`src/rtl/lcd1602_bus_writer_if.sv`:
```
`default_nettype none
// ============================================================================
// Module   : lcd1602_bus_writer_if
// Purpose  : Byte handshake from the LCD1602 sequencer plus the HD44780-style
//            8-bit write bus driven by lcd1602_bus_writer.
// Revision : 1.0  initial release
// ============================================================================
interface lcd1602_bus_writer_if;
  logic       in_valid;
  logic       in_ready;
  logic       in_rs;
  logic [7:0] in_data;
  logic       busy;
  logic [7:0] LCD_DATA;
  logic       LCD_RS;
  logic       LCD_RW;
  logic       LCD_EN;

  // Sequencer side: offers bytes, observes the bus.
  modport master (
    output in_valid, in_rs, in_data,
    input  in_ready, busy, LCD_DATA, LCD_RS, LCD_RW, LCD_EN
  );

  // Writer side: accepts bytes, drives the bus.
  modport slave (
    input  in_valid, in_rs, in_data,
    output in_ready, busy, LCD_DATA, LCD_RS, LCD_RW, LCD_EN
  );
endinterface
`default_nettype wire

```
`src/rtl/lcd1602_bus_writer.sv`:
```
`default_nettype none
// ============================================================================
// Module   : lcd1602_bus_writer
// Purpose  : Cycle-timed HD44780 write engine: power-on delay, then per byte
//            RS/DATA setup, one EN pulse, hold and controller execution wait.
// Revision : 1.0  initial release
// ============================================================================
module lcd1602_bus_writer #(
  parameter int SETUP_CYC     = 4,
  parameter int EN_HIGH_CYC   = 25,
  parameter int HOLD_CYC      = 5,
  parameter int EXEC_CYC      = 2000,
  parameter int LONG_EXEC_CYC = 82000,
  parameter int POWERUP_CYC   = 2000000,
  parameter int CNT_W         = 22
) (
  input  wire logic           clock,
  input  wire logic           reset,
  lcd1602_bus_writer_if.slave bus
);

  typedef enum logic [2:0] {
    S_POWERUP = 3'd0,
    S_IDLE    = 3'd1,
    S_SETUP   = 3'd2,
    S_PULSE   = 3'd3,
    S_HOLD    = 3'd4,
    S_WAIT    = 3'd5
  } state_t;

  // Timer reload values: the counter runs from N-1 down to 0, so a state
  // whose reload is N-1 occupies exactly N clocks.
  localparam logic [CNT_W-1:0] C_SETUP_LD   = CNT_W'(SETUP_CYC - 1);
  localparam logic [CNT_W-1:0] C_EN_LD      = CNT_W'(EN_HIGH_CYC - 1);
  localparam logic [CNT_W-1:0] C_HOLD_LD    = CNT_W'(HOLD_CYC - 1);
  localparam logic [CNT_W-1:0] C_EXEC_LD    = CNT_W'(EXEC_CYC - 1);
  localparam logic [CNT_W-1:0] C_LONG_LD    = CNT_W'(LONG_EXEC_CYC - 1);
  localparam logic [CNT_W-1:0] C_POWERUP_LD = CNT_W'(POWERUP_CYC - 1);

  state_t           r_state;
  logic [CNT_W-1:0] r_timer;
  logic             r_long;
  logic             r_ready;
  logic             r_busy;
  logic             r_en;
  logic             r_rs;
  logic [7:0]       r_data;

  logic w_accept;
  logic w_timer_done;
  logic w_long_cmd;

  assign w_accept     = bus.in_valid & r_ready;
  assign w_timer_done = (r_timer == '0);
  // Clear display (0x01) and return home (0x02/0x03) need the long wait.
  assign w_long_cmd   = ~bus.in_rs & (bus.in_data[7:2] == 6'd0) & (bus.in_data != 8'd0);

  // Sequence power-up, setup, EN pulse, hold and execution wait per byte.
  always_ff @(posedge clock) begin
    if (reset) begin
      r_state <= S_POWERUP;
      r_timer <= C_POWERUP_LD;
      r_long  <= 1'b0;
      r_ready <= 1'b0;
      r_busy  <= 1'b1;
      r_en    <= 1'b0;
      r_rs    <= 1'b0;
      r_data  <= 8'h00;
    end else begin
      case (r_state)
        S_POWERUP: begin
          if (w_timer_done) begin
            r_state <= S_IDLE;
            r_ready <= 1'b1;
            r_busy  <= 1'b0;
          end else begin
            r_timer <= r_timer - 1'b1;
          end
        end
        S_IDLE: begin
          if (w_accept) begin
            r_data  <= bus.in_data;
            r_rs    <= bus.in_rs;
            r_long  <= w_long_cmd;
            r_state <= S_SETUP;
            r_timer <= C_SETUP_LD;
            r_ready <= 1'b0;
            r_busy  <= 1'b1;
          end
        end
        S_SETUP: begin
          if (w_timer_done) begin
            r_en    <= 1'b1;
            r_state <= S_PULSE;
            r_timer <= C_EN_LD;
          end else begin
            r_timer <= r_timer - 1'b1;
          end
        end
        S_PULSE: begin
          if (w_timer_done) begin
            r_en    <= 1'b0;
            r_state <= S_HOLD;
            r_timer <= C_HOLD_LD;
          end else begin
            r_timer <= r_timer - 1'b1;
          end
        end
        S_HOLD: begin
          if (w_timer_done) begin
            r_state <= S_WAIT;
            r_timer <= r_long ? C_LONG_LD : C_EXEC_LD;
          end else begin
            r_timer <= r_timer - 1'b1;
          end
        end
        S_WAIT: begin
          if (w_timer_done) begin
            r_state <= S_IDLE;
            r_ready <= 1'b1;
            r_busy  <= 1'b0;
          end else begin
            r_timer <= r_timer - 1'b1;
          end
        end
        default: begin
          r_state <= S_POWERUP;
          r_timer <= C_POWERUP_LD;
          r_ready <= 1'b0;
          r_busy  <= 1'b1;
          r_en    <= 1'b0;
        end
      endcase
    end
  end

  assign bus.in_ready = r_ready;
  assign bus.busy     = r_busy;
  assign bus.LCD_DATA = r_data;
  assign bus.LCD_RS   = r_rs;
  assign bus.LCD_RW   = 1'b0;
  assign bus.LCD_EN   = r_en;

endmodule
`default_nettype wire

```
`src/flat_wrapper.sv`:
```
// flat-port wrapper written by rule: the top's interface ports become plain ports
module lcd1602_bus_writer_flat 
#(
  parameter int SETUP_CYC     = 4,
  parameter int EN_HIGH_CYC   = 25,
  parameter int HOLD_CYC      = 5,
  parameter int EXEC_CYC      = 2000,
  parameter int LONG_EXEC_CYC = 82000,
  parameter int POWERUP_CYC   = 2000000,
  parameter int CNT_W         = 22
)
  (clock, reset, bus_in_valid, bus_in_rs, bus_in_data, bus_in_ready, bus_busy, bus_LCD_DATA, bus_LCD_RS, bus_LCD_RW, bus_LCD_EN);
  lcd1602_bus_writer_if bus_i ();
  input  wire logic clock;
  input  wire logic reset;
  input wire logic [$bits(bus_i.in_valid)-1:0] bus_in_valid;
  input wire logic [$bits(bus_i.in_rs)-1:0] bus_in_rs;
  input wire logic [$bits(bus_i.in_data)-1:0] bus_in_data;
  output wire logic [$bits(bus_i.in_ready)-1:0] bus_in_ready;
  output wire logic [$bits(bus_i.busy)-1:0] bus_busy;
  output wire logic [$bits(bus_i.LCD_DATA)-1:0] bus_LCD_DATA;
  output wire logic [$bits(bus_i.LCD_RS)-1:0] bus_LCD_RS;
  output wire logic [$bits(bus_i.LCD_RW)-1:0] bus_LCD_RW;
  output wire logic [$bits(bus_i.LCD_EN)-1:0] bus_LCD_EN;
  assign bus_i.in_valid = bus_in_valid;
  assign bus_i.in_rs = bus_in_rs;
  assign bus_i.in_data = bus_in_data;
  assign bus_in_ready = bus_i.in_ready;
  assign bus_busy = bus_i.busy;
  assign bus_LCD_DATA = bus_i.LCD_DATA;
  assign bus_LCD_RS = bus_i.LCD_RS;
  assign bus_LCD_RW = bus_i.LCD_RW;
  assign bus_LCD_EN = bus_i.LCD_EN;
  lcd1602_bus_writer #(.SETUP_CYC(SETUP_CYC), .EN_HIGH_CYC(EN_HIGH_CYC), .HOLD_CYC(HOLD_CYC), .EXEC_CYC(EXEC_CYC), .LONG_EXEC_CYC(LONG_EXEC_CYC), .POWERUP_CYC(POWERUP_CYC), .CNT_W(CNT_W)) u_core (.clock(clock), .reset(reset), .bus(bus_i));
endmodule
```
`config.mk`:
```
export PLATFORM = sky130hd
export DESIGN_NAME = lcd1602_bus_writer_flat
export DESIGN_NICKNAME = d
export VERILOG_FILES = /design/src/rtl/lcd1602_bus_writer_if.sv /design/src/rtl/lcd1602_bus_writer.sv /design/src/flat_wrapper.sv
export SDC_FILE = /design/constraint.sdc
export NUM_CORES = 1
export LEC_CHECK = 0
export BUFFER_PORTS_ARGS = -buffer_cell sky130_fd_sc_hd__buf_2
export CORE_MARGIN = 3
export CORE_UTILIZATION = 55
export CTS_CLUSTER_DIAMETER = 100
export CTS_CLUSTER_SIZE = 20
export DETAILED_ROUTE_END_ITERATION = 8
export PLACE_DENSITY = 0.81
export SLEW_MARGIN = 10
export SYNTH_ARGS = -nofsm -noshare
export SYNTH_HDL_FRONTEND = slang
export SYNTH_SLANG_ARGS = --single-unit
```
`constraint.sdc`:
```
create_clock -name clock -period 6.1 [get_ports clock]
set_clock_uncertainty 0.1 [all_clocks]
set_input_delay 1.22 -clock clock [delete_from_list [all_inputs] [get_ports clock]]
set_output_delay 1.22 -clock clock [all_outputs]
set_load 0.02 [all_outputs]
```
Word level (Yosys, flattened, before mapping):

Index checks and enable logic that the tools add are counted.

* register bits after elaboration: 38
* ROM bits: 0
* bits in writable memories: 0
* memories kept: 0
* logic and storage cells: 58
* latch bits: 0

* bitwise logic cells: 6
* shift-type cells: 0
* div/mod/pow operators: 0
* multiply operators: 0
* multiplexer cells: 20
* equal/unequal tests: 11
* add/subtract/negate cells: 1
* reductions and logical operators: 12
* order comparisons: 0

Operator list (count)
* 22-bit 2-to-1 mux: 5
* 22-bit case mux with 5 select lines: 1
* 22-bit logical NOT: 1
* 22-bit by 1-bit subtractor with 22-bit output, second input constant: 1
* 17-bit 2-to-1 mux: 1
* 3-bit 2-to-1 mux: 5
* 3-bit case mux with 5 select lines: 1
* 2-bit by 1-bit inequality test with 1-bit output, second input constant: 5
* 1-bit case mux with 3 select lines: 3
* 8-bit nonzero test: 1
* 3-bit by 2-bit equality test with 1-bit output, second input constant: 2
* 3-bit equality test, second input constant: 2
* 6-bit logical NOT: 1
* 3-bit AND reduction: 2
* 5-bit AND reduction: 1
* 1-bit 2-to-1 mux: 4
* 2-bit AND reduction: 2
* 4-bit OR reduction: 1
* 1-bit bitwise AND: 3
* 3-bit by 1-bit equality test with 1-bit output, second input constant: 1
* 3-bit logical NOT: 1
* 1-bit inverter: 3
* 3-bit OR reduction: 1
* 2-bit inequality test, second input constant: 1
* 2-bit OR reduction: 1

Logic depth before layout (Yosys ltp):

Gate-level depths: netlist of the first run.

* depth in word-level cells: 4
* mapped depth: 9

Worst setup path after synthesis of the first run:

No wires, ideal clock.

* path kind: in2reg
* start point: input port bus_in_valid
* end point: register u_core.r_timer[7]
* data required time: 5.878 ns
* library setup time: 0.122 ns
* data arrival time: 2.505 ns
* path buffers: 1
* path slack: 3.373 ns
* cell stages on the path: 7
* cell sequence: and4b_1 > nor3_1 > nand3_1 > o31ai_2 > buf_4 > a211oi_1 > a311o_1

* cells in the longest elaborated chain, start to end: 3

Ends and longest elaborated chain
* start, declared: RTL line flat_wrapper.sv:16 `input wire logic [$bits(bus_i.in_valid)-1:0] bus_in_valid;`
* 1-bit bitwise AND: RTL line lcd1602_bus_writer.sv:53 `assign w_accept = bus.in_valid & r_ready;`
* 2-bit by 1-bit inequality test with 1-bit output (no source line)
* 2-bit AND reduction (no source line)
* end signal, assigned: RTL line lcd1602_bus_writer.sv:77 `r_timer <= r_timer - 1'b1;`
* end signal, assigned: RTL line lcd1602_bus_writer.sv:97 `r_timer <= r_timer - 1'b1;`
* end signal, assigned: RTL line lcd1602_bus_writer.sv:106 `r_timer <= r_timer - 1'b1;`
* end, declared: RTL line lcd1602_bus_writer.sv:41 `logic [CNT_W-1:0] r_timer;`

No other way between the ends.
A chain may end at the register's enable or synchronous reset.

Worst setup path in the final report of the first run:

* start point: register u_core.r_timer[0]
* end point: register u_core.r_timer[19]

* cells in the longest elaborated chain, start to end: 3

Ends and longest elaborated chain (RTL line)
* 22-bit by 1-bit subtractor with 22-bit output or 22-bit logical NOT (tied branches)
* 22-bit 2-to-1 mux, or another cell as far along: lcd1602_bus_writer.sv:72, lcd1602_bus_writer.sv:118
* 22-bit case mux with 5 select lines or 2-bit AND reduction (tied branches)

Several ways; a longest one is shown, not always the timed one. The select of a mux whose other input is x is not followed.

==> key figures, run 1 <==
Status
  – Status: completed

Layout
  – Share of cells above drive strength 1: between 10% and 20%
  – Layout area overhead: 9.52%
  – Antenna Cells: 0
  – Layout Utilization: about 64%
  – # nets final: 306

Placed design
  – Final RePlAce weighted congestion: about 0.9
  – Number of port buffers: 23
  – Final HPWL DP: 3980 microns
  – Setup WS pre-CTS: 2.75 ns

Clock network
  – Hold_buf cts: 0
  – TritonCTS clock tree: done
  – Root buf cell: clkbuf_8
  – CTS Buffer Depth: 2
  – Skew-Pair Late Insertion Delay: ~0.31 ns
  – Resized Gates After CTS: 0
  – Clock-pin slew on the worst setup and hold paths: 0.08 ns
  – Setup bufs post-CTS: 0
  – H-tree levels: 2
  – Clock Sinks: 38
  – CTS buffer count: 5

Power and ir drop
  – Final Power: 0.546 mW
  – Worst VDD drop: around 0.12 mV
  – LEAKAGE: approximately 0.86 nW
  – PwrDens: between 200 and 250 nW/um^2

Detailed routing
  – Post-route DRC: 0
  – Number of detailed-route iterations in the first pass: 5
  – Routed Antenna Nets: 0
  – Via count: 2231
  – Wire per inst: between 15 and 20 microns
  – Total Wirelength: 5850 microns
  – Starting DRT DRC Count: between 200 and 300
  – Via-per-instance ratio: 6.52

STA
  – RSZ-0062 raised after global routing: false
  – Slew HR: between 30% and 40%
  – Final setup violation count: 0
  – WHS: between 0.3 and 0.4 ns
  – Fin. Hold Viols: 0
  – Setup TNS: 0 ns
  – Final min period: around 3.3 ns
  – Fin crit share: between 50% and 60%
  – Peak Freq: around 0.31 GHz
  – Worst Max-Slew Pin Slew: roughly 0.94 ns
  – Setup ws final: roughly 2.8 ns
  – Pins Over Slew Limit: 0

Critical path
  – Worst EP arrival: ~3.3 ns
  – CP required: between 6 and 7 ns
  – Worst reg2reg setup slack: roughly 2.8 ns
  – Critical Path End Type: register
  – Critical path type: reg2reg
  – Worst Path Max Fanout: 12
  – CP startpoint: u_core.r_timer[0]$_SDFFE_PP1P_
  – CP Launch Type: register
  – Critical path endpoint: u_core.r_timer[19]$_SDFFE_PP1P_
  – FF-to-FF End: u_core.r_timer[19]$_SDFFE_PP1P_
  – Worst R2R Path Depth: 8
  – R2r startpoint: u_core.r_timer[0]$_SDFFE_PP1P_

Logic synthesis
  – Mapped cell area: around 2200 sq um
  – Mapped Avg Cell Area: approximately 8.0 sq um
  – Asr flop ratio synth: 0%
  – Post-synth top area share: 34.1%
  – Commonest cells in the netlist: dfxtp_1, nand2_1, a21oi_1, nor2_1, o21ai_0
  – EDFF count, synth: 0
  – Synth cell types: between 60 and 70
  – Syn_nets: ~300
  – Seq/Total Area, Yosys: 34.1%
  – Synth area leaders: dfxtp_1, nand2_1, a21oi_1
  – Yosys warns: 0
  – Most used DFF post-synth: dfxtp_1
  – Post-synth top area cell: dfxtp_1
  – Register bit total from synthesis: 38
  – Top-count cell post-synth: dfxtp_1
  – Post-synthesis cell count: 280

Floorplanning
  – Die footprint: 4860 sq um
  – Die width: 69.7 microns
  – CORE AREA: 3800 sq um
  – Initial Util: between 50% and 60%
  – Number of core rows: 22
  – I/O Pins: 25
  – Die Y: about 70 microns

Hold path
  – Min-Delay Path Class: reg2reg

GRT
  – GRT overflow: 0
  – Initial antenna violation count: 0
  – Pin count of the biggest net entering global routing: 32
  – Total track usage: around 24%
  – Vias in the first global route: a little over 2k
  – First-pass GRT wire length: roughly 9700 microns

Flow run
  – Count of max-cap constraint violations: 0
==> final cells by class <==
cell class | instances | area (sq um)
clock inverters | 3 | 68.8
fillers | 340 | 1350
well taps | 48 | 60.1
repair buffers | 24 | 123
flip-flops and latches | 38 | 761
inverters | 6 | 22.5
multi-input cells | 218 | 1340
clock buffers | 5 | 68.8
==> power breakdown <==
group	leakage, nW	switching (mW)	internal, mW	total [mW]
combinational	0.486	0.0165	0.0126	0.0290
clock	0.0683	0.0972	0.164	0.261
sequential	0.307	0.00501	0.251	0.256
==> placed cells by master (no fill, tap or decap), types with 5 or more instances in the layout <==
master    count
nor2_1       18
inv_1         6
or3_1         5
nor4_1        6
clkbuf_8      5
a21oi_1      27
dfxtp_1      38
nand3_1       8
buf_2        23
or4_1         5
o21ai_0      14
nand2_1      37
nor3_1       12
==> flip-flops by register name, indices dropped and copies added (netlist names) <==
name,cells
u_core.bus.LCD_EN,1
u_core.r_long,1
u_core.bus.LCD_RS,1
u_core.r_state,3
u_core.bus.busy,1
u_core.bus.in_ready,1
u_core.r_timer,22
u_core.bus.LCD_DATA,8
==> per-layer routing <==
metal  part of all wire [%]  global-route usage, %
met5                      0                      0
met2                     46                   36.7
met4                    1.8                   7.66
met3                    7.6                   7.39
met1                     45                   33.4
==> cell families (layout without fill, tap and decap cells) <==
kind of cell	count (synthesis)	in the layout	synth area share, %
other	1	1	0.168
AOI/OAI and AO/OA	93	93	29.0
buffers and inverters	24	38	5.83
and+or+nand+nor	118	118	28.4
adders and majority gates	1	1	0.560
DFF	38	38	34.1
muxes	1	1	0.448
xor gates and xnor gates	4	4	1.57
==> worst min path at each step <==
stage / cells past startpoint / end / startpoint
floorplan: 1 / u_core.r_timer[14]$_SDFFE_PP0P_ / u_core.r_timer[14]$_SDFFE_PP0P_
global placement: 2 / u_core.bus.LCD_DATA[5]$_SDFFE_PP0P_ / u_core.bus.LCD_DATA[5]$_SDFFE_PP0P_
detailed placement: 2 / u_core.bus.LCD_DATA[5]$_SDFFE_PP0P_ / u_core.bus.LCD_DATA[5]$_SDFFE_PP0P_
CTS: 2 / u_core.bus.LCD_DATA[5]$_SDFFE_PP0P_ / u_core.bus.LCD_DATA[5]$_SDFFE_PP0P_
global route: 2 / u_core.bus.LCD_DATA[5]$_SDFFE_PP0P_ / u_core.bus.LCD_DATA[5]$_SDFFE_PP0P_
finish: 2 / u_core.bus.LCD_DATA[5]$_SDFFE_PP0P_ / u_core.bus.LCD_DATA[5]$_SDFFE_PP0P_
==> worst max-delay path, cell delays in order, from the launching register on <==
cell,delay (ns)
dfxtp_1,0.36
inv_1,0.10
ha_1,0.19
or3b_2,0.48
nor3_1,0.56
a41oi_1,0.22
nor2_1,0.76
a2bb2oi_1,0.13
o22a_1,0.24
==> per-stage QoR <==
stage          instances  area (sq um)
2_1_floorplan        280          2230
3_3_place_gp         334          2310
3_5_place_dp         334          2310
4_1_cts              342          2450
5_1_grt              342          2450
6_report             342          2450
(Power assumes the default switching activity.)
==> run 2: changes to the inputs <==
- ABC_AREA: default -> 1
- clock period: 6.1 -> 3.4 ns (I/O delays scaled with it)
==> run 2 against run 1 <==
Sequential share of layout area rose by 0.064 points. Cell area fell by 0.20%. Setup slack got worse by 1.8 ns. Routed wire length is 11% lower. Critical path type unchanged. Largest cell class unchanged. Largest power group is now combinational logic. Highest routed layer unchanged.
==> key figures, run 2 <==
Floorplanning
  – CORE AREA: 3800 sq um (unchanged)
  – Die width: 70.0 microns (was 69.7 microns)
  – Die Y: 70.0 microns (was 69.7 microns)
  – Initial Util: 59.4% (was 58.8%)
  – I/O Pins: 25 (unchanged)
  – Number of core rows: 22 (unchanged)
  – Die footprint: 4910 sq um (was 4860 sq um)

Logic synthesis
  – Asr flop ratio synth: 0% (unchanged)
  – Synth area leaders: dfxtp_1, nand2_1, nor2_1 (was dfxtp_1, nand2_1, a21oi_1)
  – Synth cell types: 36 (was 66)
  – Seq/Total Area, Yosys: 33.7% (was 34.1%)
  – Register bit total from synthesis: 38 (unchanged)
  – Post-synth top area share: 33.7% (was 34.1%)
  – Post-synth top area cell: dfxtp_1 (unchanged)
  – Post-synthesis cell count: 353 (was 280)
  – Most used DFF post-synth: dfxtp_1 (unchanged)
  – Commonest cells in the netlist: nand2_1, nor2_1, dfxtp_1, inv_1, a21oi_1 (was dfxtp_1, nand2_1, a21oi_1, nor2_1, o21ai_0)
  – Mapped Avg Cell Area: 6.39 sq um (was 7.98 sq um)
  – Syn_nets: 366 (was 293)
  – Yosys warns: 0 (unchanged)
  – Top-count cell post-synth: nand2_1 (was dfxtp_1)
  – Mapped cell area: 2260 sq um (was 2230 sq um)
  – EDFF count, synth: 0 (unchanged)

Clock network
  – Setup bufs post-CTS: 0 (unchanged)
  – Clock Sinks: 38 (unchanged)
  – CTS Buffer Depth: 2 (unchanged)
  – Clock-pin slew on the worst setup and hold paths: 0.07 ns (was 0.08 ns)
  – H-tree levels: 2 (unchanged)
  – Root buf cell: clkbuf_8 (unchanged)
  – TritonCTS clock tree: done (unchanged)
  – CTS buffer count: 5 (unchanged)
  – Hold_buf cts: 0 (unchanged)
  – Skew-Pair Late Insertion Delay: 0.29 ns (was 0.31 ns)
  – Resized Gates After CTS: 0 (unchanged)

Power and ir drop
  – LEAKAGE: 1.19 nW (was 0.861 nW)
  – Final Power: 1.67 mW (was 0.546 mW)
  – Worst VDD drop: 0.338 mV (was 0.124 mV)
  – PwrDens: 684 nW/um^2 (was 223 nW/um^2)

Detailed routing
  – Via count: 2208 (was 2231)
  – Wire per inst: 12.3 microns (was 17.1 microns)
  – Number of detailed-route iterations in the first pass: 4 (was 5)
  – Via-per-instance ratio: 5.24 (was 6.52)
  – Total Wirelength: 5180 microns (was 5850 microns)
  – Post-route DRC: 0 (unchanged)
  – Routed Antenna Nets: 0 (unchanged)
  – Starting DRT DRC Count: 185 (was 258)

Placed design
  – Final RePlAce weighted congestion: 0.943 (was 0.882)
  – Final HPWL DP: 3650 microns (was 3980 microns)
  – Number of port buffers: 23 (unchanged)

Critical path
  – Worst reg2reg setup slack: 1.09 ns (was 2.84 ns)
  – FF-to-FF End: u_core.r_timer[21]$_SDFFE_PP0P_ (was u_core.r_timer[19]$_SDFFE_PP1P_)
  – Worst Path Max Fanout: 22 (was 12)
  – Critical Path End Type: register (unchanged)
  – Worst R2R Path Depth: 12 (was 8)
  – Worst EP arrival: 2.43 ns (was 3.34 ns)
  – CP Launch Type: register (unchanged)
  – R2r startpoint: u_core.r_timer[0]$_SDFFE_PP1P_ (unchanged)
  – CP required: 3.52 ns (was 6.19 ns)
  – Critical path type: reg2reg (unchanged)

Layout
  – Layout area overhead: 8.21% (was 9.52%)
  – Biggest register: u_core.r_timer (unchanged)
  – Max reg flops: 22 (unchanged)
  – Most common cell after layout, fill and taps aside: nand2_1 (was dfxtp_1)
  – Antenna Cells: 0 (unchanged)
  – # nets final: 385 (was 306)
  – Commonest non-fill, non-tap cells in the layout: nand2_1, nor2_1, dfxtp_1 (was dfxtp_1, nand2_1, a21oi_1)
  – Share of cells above drive strength 1: 13.9% (was 17.3%)

GRT
  – First-pass GRT wire length: 9070 microns (was 9660 microns)
  – GRT overflow: 0 (unchanged)
  – Initial antenna violation count: 0 (unchanged)
  – Total track usage: 22.2% (was 24.4%)
  – Vias in the first global route: 2000 (was 2014)
  – Pin count of the biggest net entering global routing: 23 (was 32)

STA
  – Worst Max-Slew Pin Slew: 0.631 ns (was 0.943 ns)
  – Peak Freq: 0.433 GHz (was 0.307 GHz)
  – Final setup violation count: 0 (unchanged)
  – Fin crit share: 68.0% (was 53.4%)
  – Fin. Hold Viols: 0 (unchanged)
  – Final min period: 2.31 ns (was 3.26 ns)
  – Setup TNS: 0 ns (unchanged)
  – RSZ-0062 raised after global routing: false (unchanged)
  – Slew HR: 57.8% (was 36.9%)
  – Pins Over Slew Limit: 0 (unchanged)

Flow run
  – Count of max-cap constraint violations: 0 (unchanged)

Hold path
  – WHS Endpoint: u_core.bus.LCD_EN$_SDFFE_PP0P_ (was u_core.bus.LCD_DATA[5]$_SDFFE_PP0P_)
  – Min-Delay Path Class: reg2reg (unchanged)
  – Worst Hold Depth: 2 (unchanged)
  – Hold path start: u_core.bus.LCD_EN$_SDFFE_PP0P_ (was u_core.bus.LCD_DATA[5]$_SDFFE_PP0P_)

Status
  – Status: completed (unchanged)
==> run 2: worst max path at each step <==
| stage | startpoint | end | slack (ns) |
|---|---|---|---|
| finish | u_core.r_timer[0]$_SDFFE_PP1P_ | u_core.r_timer[21]$_SDFFE_PP0P_ | 1.09 |
| global route | u_core.r_timer[0]$_SDFFE_PP1P_ | u_core.r_timer[21]$_SDFFE_PP0P_ | 0.90 |
| CTS | u_core.r_timer[0]$_SDFFE_PP1P_ | u_core.r_timer[21]$_SDFFE_PP0P_ | 1.13 |
| detailed placement | bus_in_valid | u_core.bus.LCD_DATA[6]$_SDFFE_PP0P_ | 1.15 |
| global placement | bus_in_valid | u_core.bus.LCD_DATA[5]$_SDFFE_PP0P_ | 1.17 |
| floorplan | u_core.r_timer[0]$_SDFFE_PP1P_ | u_core.r_timer[2]$_SDFFE_PP1P_ | 1.59 |
==> run 2: report_power, final <==
| group | switching (mW) | leakage (nW) | internal [mW] |
|---|---|---|---|
| clock network | 0.158 | 0.0482 | 0.164 |
| logic | 0.495 | 0.834 | 0.253 |
| registers | 0.0782 | 0.310 | 0.522 |
| total | 0.731 | 1.19 | 0.938 |
==> run 2: layout make-up <==
cell class                      count  area, sq um
Clock buffer                        7         86.3
Clock inverter                      1         5.00
Fill cell                         355         1360
Inverter                           35          131
Multi-Input combinational cell    269         1280
Sequential cell                    38          761
Tap cell                           48         60.1
Timing Repair Buffer               23          115
==> run 2: critical path, cell delays in order (launching register included) <==
cell	delay (ns)
dfxtp_1	0.32
inv_1	0.11
ha_1	0.29
nand2_2	0.12
nor2_4	0.20
nand3_4	0.16
inv_2	0.09
nand2_2	0.08
nand2_4	0.22
inv_2	0.22
nand2_1	0.11
nand2_1	0.05
a21oi_1	0.16
==> run 2: stage by stage <==
| step | cells | cell area [sq um] | hold slack [ns] | worst slack [ns] | util, % |
|---|---|---|---|---|---|
| floorplan | 353 | 2260 | 0.340 | 1.59 | - |
| CTS | 421 | 2440 | 0.369 | 1.13 | 64.3 |
| global route | 421 | 2440 | 0.386 | 0.897 | 64.3 |
| global placement | 413 | 2350 | 0.346 | 1.17 | 61.9 |
| finish | 421 | 2440 | 0.362 | 1.09 | 64.3 |
| detailed placement | 413 | 2350 | 0.357 | 1.15 | 61.9 |
==> run 2: cell families (layout without fill, tap and decap cells) <==
| group | count (synthesis) | in the layout | synth area share, % |
|---|---|---|---|
| and+or+nand+nor | 201 | 201 | 38.4 |
| xor gates and xnor gates | 12 | 12 | 4.66 |
| buffers and inverters | 46 | 66 | 9.43 |
| adders and majority gates | 1 | 1 | 0.555 |
| AOI/OAI and AO/OA | 54 | 54 | 13.0 |
| DFF | 38 | 38 | 33.7 |
| other | 1 | 1 | 0.166 |
==> run 2: routing by layer <==
metal | wire (microns) | track usage [%]
met1 | 2350 | 30.2
met2 | 2380 | 34.9
met3 | 349 | 4.89
met4 | 100 | 7.23
met5 | 0 | 0
